**config.mk**
```make
export PLATFORM = sky130hd
export DESIGN_NAME = chroma_key_calibrator
export DESIGN_NICKNAME = d
export VERILOG_FILES = /design/src/rtl/chroma_key_calibrator.sv
export SDC_FILE = /design/constraint.sdc
export NUM_CORES = 1
export LEC_CHECK = 0
export BUFFER_PORTS_ARGS = -buffer_cell sky130_fd_sc_hd__clkbuf_2
export CORE_MARGIN = 1
export CORE_UTILIZATION = 51
export CTS_CLUSTER_DIAMETER = 200
export DETAILED_ROUTE_END_ITERATION = 16
export GPL_TIMING_DRIVEN = 0
export PLACE_DENSITY = 0.78
export REMOVE_ABC_BUFFERS = 1
export SYNTH_ARGS = -nofsm -noshare
export SYNTH_HDL_FRONTEND = slang
export SYNTH_SLANG_ARGS = --single-unit
```
**constraint.sdc**
```tcl
create_clock -name clk -period 3.62 [get_ports clk]
set_input_delay 0.905 -clock clk [delete_from_list [all_inputs] [get_ports clk]]
set_output_delay 0.905 -clock clk [all_outputs]
set_load 0.02 [all_outputs]
```
**src/rtl/chroma_key_calibrator.sv**
```systemverilog
// Chroma-key threshold calibrator.
// Samples a rectangular window of the foreground stream for one frame,
// tracks max red / min green / max blue, then publishes margined and
// saturated thresholds as the packed green-screen filter word {R,G,B}.
module chroma_key_calibrator #(
  parameter int unsigned R_WIDTH     = 5,
  parameter int unsigned G_WIDTH     = 6,
  parameter int unsigned B_WIDTH     = 5,
  parameter int unsigned X_WIDTH     = 11,
  parameter int unsigned Y_WIDTH     = 10,
  parameter int unsigned R_MARGIN    = 2,
  parameter int unsigned G_MARGIN    = 4,
  parameter int unsigned B_MARGIN    = 2,
  parameter int unsigned COUNT_WIDTH = 20
) (
  input  logic                               clk,
  input  logic                               rst,
  input  logic                               start,
  input  logic [X_WIDTH-1:0]                 win_x0,
  input  logic [X_WIDTH-1:0]                 win_x1,
  input  logic [Y_WIDTH-1:0]                 win_y0,
  input  logic [Y_WIDTH-1:0]                 win_y1,
  input  logic                               frame_start,
  input  logic                               frame_end,
  input  logic                               pixel_valid,
  input  logic [X_WIDTH-1:0]                 pixel_x,
  input  logic [Y_WIDTH-1:0]                 pixel_y,
  input  logic [R_WIDTH+G_WIDTH+B_WIDTH-1:0] fg_pixel_in,
  output logic [R_WIDTH+G_WIDTH+B_WIDTH-1:0] ctrl_green_screen_filter,
  output logic                               filter_updated,
  output logic                               calib_empty,
  output logic                               busy,
  output logic [COUNT_WIDTH-1:0]             sample_count
);

  localparam int unsigned PIXEL_SIZE = R_WIDTH + G_WIDTH + B_WIDTH;
  localparam int unsigned RS_WIDTH   = R_WIDTH + 1;
  localparam int unsigned GS_WIDTH   = G_WIDTH + 1;
  localparam int unsigned BS_WIDTH   = B_WIDTH + 1;

  localparam logic [COUNT_WIDTH-1:0] COUNT_MAX     = '1;
  localparam logic [PIXEL_SIZE-1:0]  FILTER_RESET  =
    {{R_WIDTH{1'b0}}, {G_WIDTH{1'b1}}, {B_WIDTH{1'b0}}};

  typedef enum logic [1:0] {
    IDLE       = 2'd0,
    WAIT_FRAME = 2'd1,
    SAMPLE     = 2'd2,
    DONE       = 2'd3
  } state_t;

  state_t                  state_q;

  // Latched calibration window
  logic [X_WIDTH-1:0]      x0_q;
  logic [X_WIDTH-1:0]      x1_q;
  logic [Y_WIDTH-1:0]      y0_q;
  logic [Y_WIDTH-1:0]      y1_q;

  // Per-channel accumulators
  logic [R_WIDTH-1:0]      max_r_q;
  logic [G_WIDTH-1:0]      min_g_q;
  logic [B_WIDTH-1:0]      max_b_q;
  logic [COUNT_WIDTH-1:0]  count_q;

  // Registered outputs
  logic [PIXEL_SIZE-1:0]   filter_q;
  logic                    updated_q;
  logic                    empty_q;
  logic                    busy_q;

  // Combinational next values
  logic [R_WIDTH-1:0]      pix_r;
  logic [G_WIDTH-1:0]      pix_g;
  logic [B_WIDTH-1:0]      pix_b;
  logic                    in_win;
  logic                    hit;
  logic [R_WIDTH-1:0]      max_r_d;
  logic [G_WIDTH-1:0]      min_g_d;
  logic [B_WIDTH-1:0]      max_b_d;
  logic [COUNT_WIDTH-1:0]  count_d;
  logic [RS_WIDTH-1:0]     r_sum;
  logic [GS_WIDTH-1:0]     g_diff;
  logic [BS_WIDTH-1:0]     b_sum;
  logic [R_WIDTH-1:0]      red_pass;
  logic [G_WIDTH-1:0]      green_pass;
  logic [B_WIDTH-1:0]      blue_pass;
  logic [PIXEL_SIZE-1:0]   filter_d;

  // Pixel decode, window hit test, accumulator updates and margined thresholds
  always_comb begin
    pix_r      = fg_pixel_in[PIXEL_SIZE-1 -: R_WIDTH];
    pix_g      = fg_pixel_in[B_WIDTH +: G_WIDTH];
    pix_b      = fg_pixel_in[B_WIDTH-1:0];

    // An inverted window fails one of the two bounds for every pixel
    in_win     = (pixel_x >= x0_q) && (pixel_x <= x1_q) &&
                 (pixel_y >= y0_q) && (pixel_y <= y1_q);
    hit        = pixel_valid && in_win;

    max_r_d    = (pix_r > max_r_q) ? pix_r : max_r_q;
    min_g_d    = (pix_g < min_g_q) ? pix_g : min_g_q;
    max_b_d    = (pix_b > max_b_q) ? pix_b : max_b_q;
    count_d    = (count_q == COUNT_MAX) ? count_q : count_q + COUNT_WIDTH'(1);

    // One guard bit per channel: carry means clamp high, borrow means clamp to zero
    r_sum      = {1'b0, max_r_q} + RS_WIDTH'(R_MARGIN);
    g_diff     = {1'b0, min_g_q} - GS_WIDTH'(G_MARGIN);
    b_sum      = {1'b0, max_b_q} + BS_WIDTH'(B_MARGIN);

    red_pass   = r_sum[R_WIDTH]  ? {R_WIDTH{1'b1}} : r_sum[R_WIDTH-1:0];
    green_pass = g_diff[G_WIDTH] ? {G_WIDTH{1'b0}} : g_diff[G_WIDTH-1:0];
    blue_pass  = b_sum[B_WIDTH]  ? {B_WIDTH{1'b1}} : b_sum[B_WIDTH-1:0];

    filter_d   = {red_pass, green_pass, blue_pass};
  end

  // Calibration FSM with registered outputs; pulses default low every cycle
  always_ff @(posedge clk or posedge rst) begin
    if (rst) begin
      state_q   <= IDLE;
      x0_q      <= '0;
      x1_q      <= '0;
      y0_q      <= '0;
      y1_q      <= '0;
      max_r_q   <= '0;
      min_g_q   <= '1;
      max_b_q   <= '0;
      count_q   <= '0;
      filter_q  <= FILTER_RESET;
      updated_q <= 1'b0;
      empty_q   <= 1'b0;
      busy_q    <= 1'b0;
    end else begin
      updated_q <= 1'b0;
      empty_q   <= 1'b0;

      case (state_q)
        IDLE: begin
          if (start) begin
            x0_q    <= win_x0;
            x1_q    <= win_x1;
            y0_q    <= win_y0;
            y1_q    <= win_y1;
            max_r_q <= '0;
            min_g_q <= '1;
            max_b_q <= '0;
            count_q <= '0;
            busy_q  <= 1'b1;
            state_q <= WAIT_FRAME;
          end
        end

        WAIT_FRAME: begin
          // A frame_end coinciding with frame_start belongs to the previous frame
          if (frame_start) begin
            state_q <= SAMPLE;
          end
        end

        SAMPLE: begin
          // The pixel presented alongside frame_end is still part of the frame
          if (hit) begin
            max_r_q <= max_r_d;
            min_g_q <= min_g_d;
            max_b_q <= max_b_d;
            count_q <= count_d;
          end
          if (frame_end) begin
            state_q <= DONE;
          end
        end

        DONE: begin
          if (count_q != '0) begin
            filter_q  <= filter_d;
            updated_q <= 1'b1;
          end else begin
            empty_q   <= 1'b1;
          end
          busy_q  <= 1'b0;
          state_q <= IDLE;
        end

        default: begin
          busy_q  <= 1'b0;
          state_q <= IDLE;
        end
      endcase
    end
  end

  assign ctrl_green_screen_filter = filter_q;
  assign filter_updated           = updated_q;
  assign calib_empty              = empty_q;
  assign busy                     = busy_q;
  assign sample_count             = count_q;

endmodule

```
After elaboration in Yosys (flattened, before gate mapping)
Index checks and enable logic that the tools add are counted.
{"block": "totals", "regBits": 99, "in_bits": 85, "out_inout_bits": 39, "word_cells": 80}
{"block": "op_classes", "n_addsub": 4, "order_cmp": 7, "eq_ne": 12, "n_mux": 28, "reduce_logical": 16}
{"cell": "2-to-1 mux 20 bit", "n": 3}
{"cell": "one-hot mux 20 bit (2 select lines)", "n": 1}
{"cell": "2-to-1 mux 5 bit", "n": 7}
{"cell": "2-to-1 mux 6 bit", "n": 4}
{"cell": "adder 20 x 1 -> 20 bit, second input constant", "n": 1}
{"cell": "equality test 20 bit, second input constant", "n": 1}
{"cell": "one-hot mux 5 bit (2 select lines)", "n": 2}
{"cell": "nonzero test 20 bit", "n": 1}
{"cell": "inequality test 2 bit, second input constant", "n": 8}
{"cell": "AND reduction 4 bit", "n": 4}
{"cell": "adder 5 x 2 -> 6 bit, second input constant", "n": 2}
{"cell": "one-hot mux 6 bit (2 select lines)", "n": 1}
{"cell": ">= comparator 11 bit", "n": 1}
{"cell": "<= comparator 11 bit", "n": 1}
{"cell": ">= comparator 10 bit", "n": 1}
{"cell": "greater-than comparator 5 bit", "n": 2}
{"cell": "<= comparator 10 bit", "n": 1}
{"cell": "one-hot mux 2 bit (4 select lines)", "n": 1}
{"cell": "subtractor 6 x 3 -> 7 bit, second input constant", "n": 1}
{"cell": "less-than comparator 6 bit", "n": 1}
{"cell": "2-to-1 mux 2 bit", "n": 3}
{"cell": "AND reduction 2 bit", "n": 3}
{"cell": "2-to-1 mux 1 bit", "n": 5}
{"cell": "equality test 2 bit, second input constant", "n": 2}
{"cell": "6 further kinds", "n": 10}

Longest topological paths before layout
{"block": "depth", "ltp_word": 7, "depth_mapped": 12, "depth_no_buf": 9}

Worst setup path before layout
No wires, ideal clock.
{"block": "synth_timing", "path_kind": "input to register", "from": "input port pixel_x[6]", "to": "register max_r_q[0]", "setup_ns": 0.126, "arrival_ns": 3.113, "t_required_ns": 3.494, "setup_slack_ns": 0.381, "stages": 9, "path_buffers": 1, "path_cell_list": "ha_1 -> a41oi_2 -> o21ai_2 -> a2111oi_4 -> o22ai_2 -> or3_1 -> buf_6 -> or2_1 -> a221o_1"}
{"block": "synth_via", "elab_chain_len": 7, "elab_cells_between_ends": 8, "classes_between": "2 x order compare; 1 x eq/ne; 5 x reduce/logical"}
{"item": "start, declared", "line_no": "26", "rtl": "input logic [X_WIDTH-1:0] pixel_x,"}
{"item": ">= comparator 11 bit or <= comparator 11 bit (tied branches)", "line_no": "97", "rtl": "in_win = (pixel_x >= x0_q) && (pixel_x <= x1_q) &&"}
{"item": "logical AND 1 bit * (2 in series)", "line_no": "97"}
{"item": "logical AND 1 bit *", "line_no": "98", "rtl": "(pixel_y >= y0_q) && (pixel_y <= y1_q);"}
{"item": "logical AND 1 bit *", "line_no": "99", "rtl": "hit = pixel_valid && in_win;"}
{"item": "inequality test 2 bit (no line) *"}
{"item": "AND reduction 4 bit (no line) *"}
{"item": "end signal, assigned", "line_no": "164", "rtl": "max_r_q <= max_r_d;"}
{"item": "end, declared", "line_no": "61", "rtl": "logic [R_WIDTH-1:0] max_r_q;"}
Mark *: on every way between the ends. The rest lies on a longest branch, timed or not.
A chain may end at the register's enable or synchronous reset.

Worst setup path in the final report
{"block": "layout_timing", "from": "input port pixel_x[5]", "to": "register max_b_q[3]"}
{"block": "layout_via", "elab_chain_len": 7, "elab_cells_between_ends": 8, "classes_between": "2 x order compare; 1 x eq/ne; 5 x reduce/logical"}
{"item": ">= comparator 11 bit or <= comparator 11 bit (tied branches)", "line_no": "97"}
{"item": "logical AND 1 bit * (2 in series)", "line_no": "97"}
{"item": "logical AND 1 bit *", "line_no": "98"}
{"item": "logical AND 1 bit *", "line_no": "99"}
{"item": "inequality test 2 bit (no line) *"}
{"item": "AND reduction 4 bit (no line) *"}
{"item": "end signal, assigned", "line_no": "166", "rtl": "max_b_q <= max_b_d;"}
{"item": "end, declared", "line_no": "63", "rtl": "logic [B_WIDTH-1:0] max_b_q;"}
Marked as above.

==> summary.md <==
| Metric | Value |
|---|---|
| Final-report hold violation count | `0` |
| Setup WS pre-CTS | `-0.452 ns` |
| Worst-case reg-to-reg path depth | `9` |
| Vias in the first global route | `about 5500` |
| Sequential fraction of the synthesis area | `approximately two fifths` |
| Syn Inst Count | `662` |
| IO Count | `approximately 120` |
| DR vias | `around 5500` |
| Top-area cell type share of the netlist area | `34.2%` |
| Clock skew | `0.00690 ns` |
| FP Rows | `40` |
| Num CTS Buffers | `9` |
| Minimum clock period | `roughly 3.4 ns` |
| Yosys cell types | `62` |
| Power Dens Cells | `666 nW/µm²` |
| CP arrival | `roughly 3.6 ns` |
| Antenna Cells | `0` |
| Routed WL | `between 15000 and 20000 µm` |
| RSZ-0062 raised after global routing | `false` |
| Worst r2r src | `x1_q[5]` |
| Root buffer cell | `clkbuf_16` |
| Outcome | `finished clean` |
| Number of synthesized register bits | `99` |
| Final Power | `4.96 mW` |
| Worst Hold Path EP | `ctrl_green_screen_filter[5]` |
| Clk_lat worst skew | `0.36 ns` |
| CORE AREA | `12100 µm²` |
| Critical Path Start Type | `input pin` |
| Tcrit/Tclk final | `94.3%` |
| Top sig layer | `met4` |
| Synthesized area | `6360 µm²` |
| Routed length on met1 | `6590 µm` |
| Num Clock Sinks | `99` |
| Ys flop type | `dfrtp_1` |
| Post-CTS setup buffer count | `0` |
| Transition time at the pin with the least slew margin | `1.06 ns` |
| Crit path kind | `in -> reg` |
| Area growth from synthesis to layout | `17.0%` |
| Peak VDD IR | `0.000339 V` |
| Initial antenna violation count | `0` |
| Ys Warns | `0` |
| Peak Freq | `approximately 290 MHz` |
| PostCTS Resize Cnt | `2` |
| Post-route DRC | `0` |
| Reg clk slew, reported paths | `roughly 0.07 ns` |
| Fin util | `between 60% and 70%` |
| Hold WC Path Type | `reg -> reg` |
| H-tree depth | `3` |
| DR vias/cell | `approximately 6` |
| Synthesized area per cell | `9.61 µm²` |
| Final setup violation count | `0` |
| Initial Util | `52.7%` |
| Pre-antenna DRT Iters | `5` |
| Dominant cell by count in the synthesized netlist | `dfrtp_1` |
| Metal2 WL | `between 7000 and 8000 µm` |
| Fin. max-slew vios | `0` |
| Met3 wire length | `~740 µm` |
| Routed wire per std cell | `approximately 16 µm` |
| Critical path endpoint category | `flip-flop` |
| CTS tree | `yes` |
| R2r setup slk | `about 0.48 ns` |
| Post-DP HPWL | `around 11000 µm` |
| Post-CTS Hold Buffers | `0` |
| Leakage | `~3.6 nW` |
| Reg2reg end | `max_b_q[3]` |
| CP required | `around 3.8 ns` |
| Share of layout cells above drive strength 1 | `between 20% and 30%` |
| Final critical-path setup slack | `~0.21 ns` |
| Largest cells by area after synthesis | `dfrtp_1 34%, ha_1 13%, mux2_2 7.8%` |
| PortBufs | `~120` |
| Hold Path Origin | `ctrl_green_screen_filter[5]` |
| Max Cap Violations | `0` |
| Grt total ovfl | `0` |
| Asr flop ratio synth | `between 90% and 100%` |
| First-pass GRT wire length | `25700 µm` |
| Initial DRC count | `around 320` |
| Overall Global Routing Usage | `approximately a quarter` |
| Die width | `between 100 and 150 µm` |
| DRT antenna net count | `0` |
| Top post-synthesis cells by count | `87 x dfrtp_1, 67 x inv_1, 66 x ha_1` |
| CTS Buffer Depth | `2` |
| CP Max Fanout | `19` |
| RD Place Congestion | `0.865` |
| Largest net degree at the start of global routing | `60` |
| Die Y | `114 µm` |
| Die area | `12900 µm²` |
| WHS Path Cells | `2` |
| Final layout net count | `918` |
| Area leader, netlist | `dfrtp_1` |
| Post-synth EDFFs | `0` |
| Rel. slew slack | `29.3%` |
-- layout make-up --
type,instances,area (µm²)
Timing Repair Buffer,127,691
Tap cell,168,210
Clock buffer,9,225
Clock inverter,7,73.8
Multi-Input combinational cell,463,3500
Sequential cell,99,2490
Fill cell,970,4620
Inverter,67,254
-- metrics by stage --
| stage | hold WS, ns | instance area, µm² | TNS, ns | std cells |
|---|---|---|---|---|
| 6_report | 0.473 | 7440 | 0 | 940 |
| 5_1_grt | 0.496 | 7440 | 0 | 940 |
| 3_3_place_gp | 0.463 | 7040 | -98.35 | 920 |
| 3_5_place_dp | 0.467 | 7130 | -8.52 | 924 |
| 4_1_cts | 0.477 | 7440 | 0 | 940 |
| 2_1_floorplan | 0.480 | 6220 | -0.0389 | 629 |
-- where the power goes --
part           switching (mW)  internal (mW)
Combinational            1.32          0.915
Sequential              0.231           1.50
Clock                   0.451          0.541
-- how the worst max path moves through the flow --
stage / startpoint / endpoint / cells past startpoint
global placement: rst / max_b_q[3] / 2
global route: pixel_x[5] / max_b_q[4] / 9
detailed placement: pixel_x[5] / max_b_q[3] / 9
CTS: pixel_x[5] / max_r_q[2] / 9
floorplan: pixel_x[6] / sample_count[17] / 8
finish: pixel_x[5] / max_b_q[3] / 9
-- cell families (layout without fill, tap and decap cells) --
logic type,after synthesis,count (layout),synth area share [%]
AND/OR/NAND/NOR,212,212,17.4
AO/OA/AOI/OAI,141,141,16.5
buffers and inverters,100,210,6.22
flip-flops,99,99,39.2
adder cells (fa/ha/maj),66,66,13.0
multiplexers,44,44,7.79
-- layer usage --
layer	GRT usage, %	vias to the layer above
li1	-	2634
met1	31.2	2631
met2	41.4	196
met3	4.52	38
met4	11.8	0
met5	0	-
-- critical path, stage by stage --
cell       delay, ns
clkbuf_2        0.10
ha_1            0.34
a21oi_1         0.26
o21ai_2         0.10
a2111oi_4       0.39
o22ai_2         0.26
nor3_4          0.74
and2_1          0.34
o221ai_1        0.16
-- cell usage in the layout (no fill, tap or decap), drive strengths merged, types with 21 or more instances in the layout --
master,synthesis,routed
o21ai,27,27
nand2,64,64
ha,66,66
nor2,21,21
dfrtp,87,87
inv,67,70
mux2,44,44
nand3,28,28
clkbuf,26,132
-- flip-flops by register name (all words and copies together) (netlist names) --
register / flops
x0_q: 11
calib_empty: 1
min_g_q: 6
y0_q: 10
busy: 1
ctrl_green_screen_filter: 16
max_r_q: 5
x1_q: 11
max_b_q: 5
state_q: 2
y1_q: 10
sample_count: 20
filter_updated: 1
Note: power is estimated with default switching activity, not from simulation.
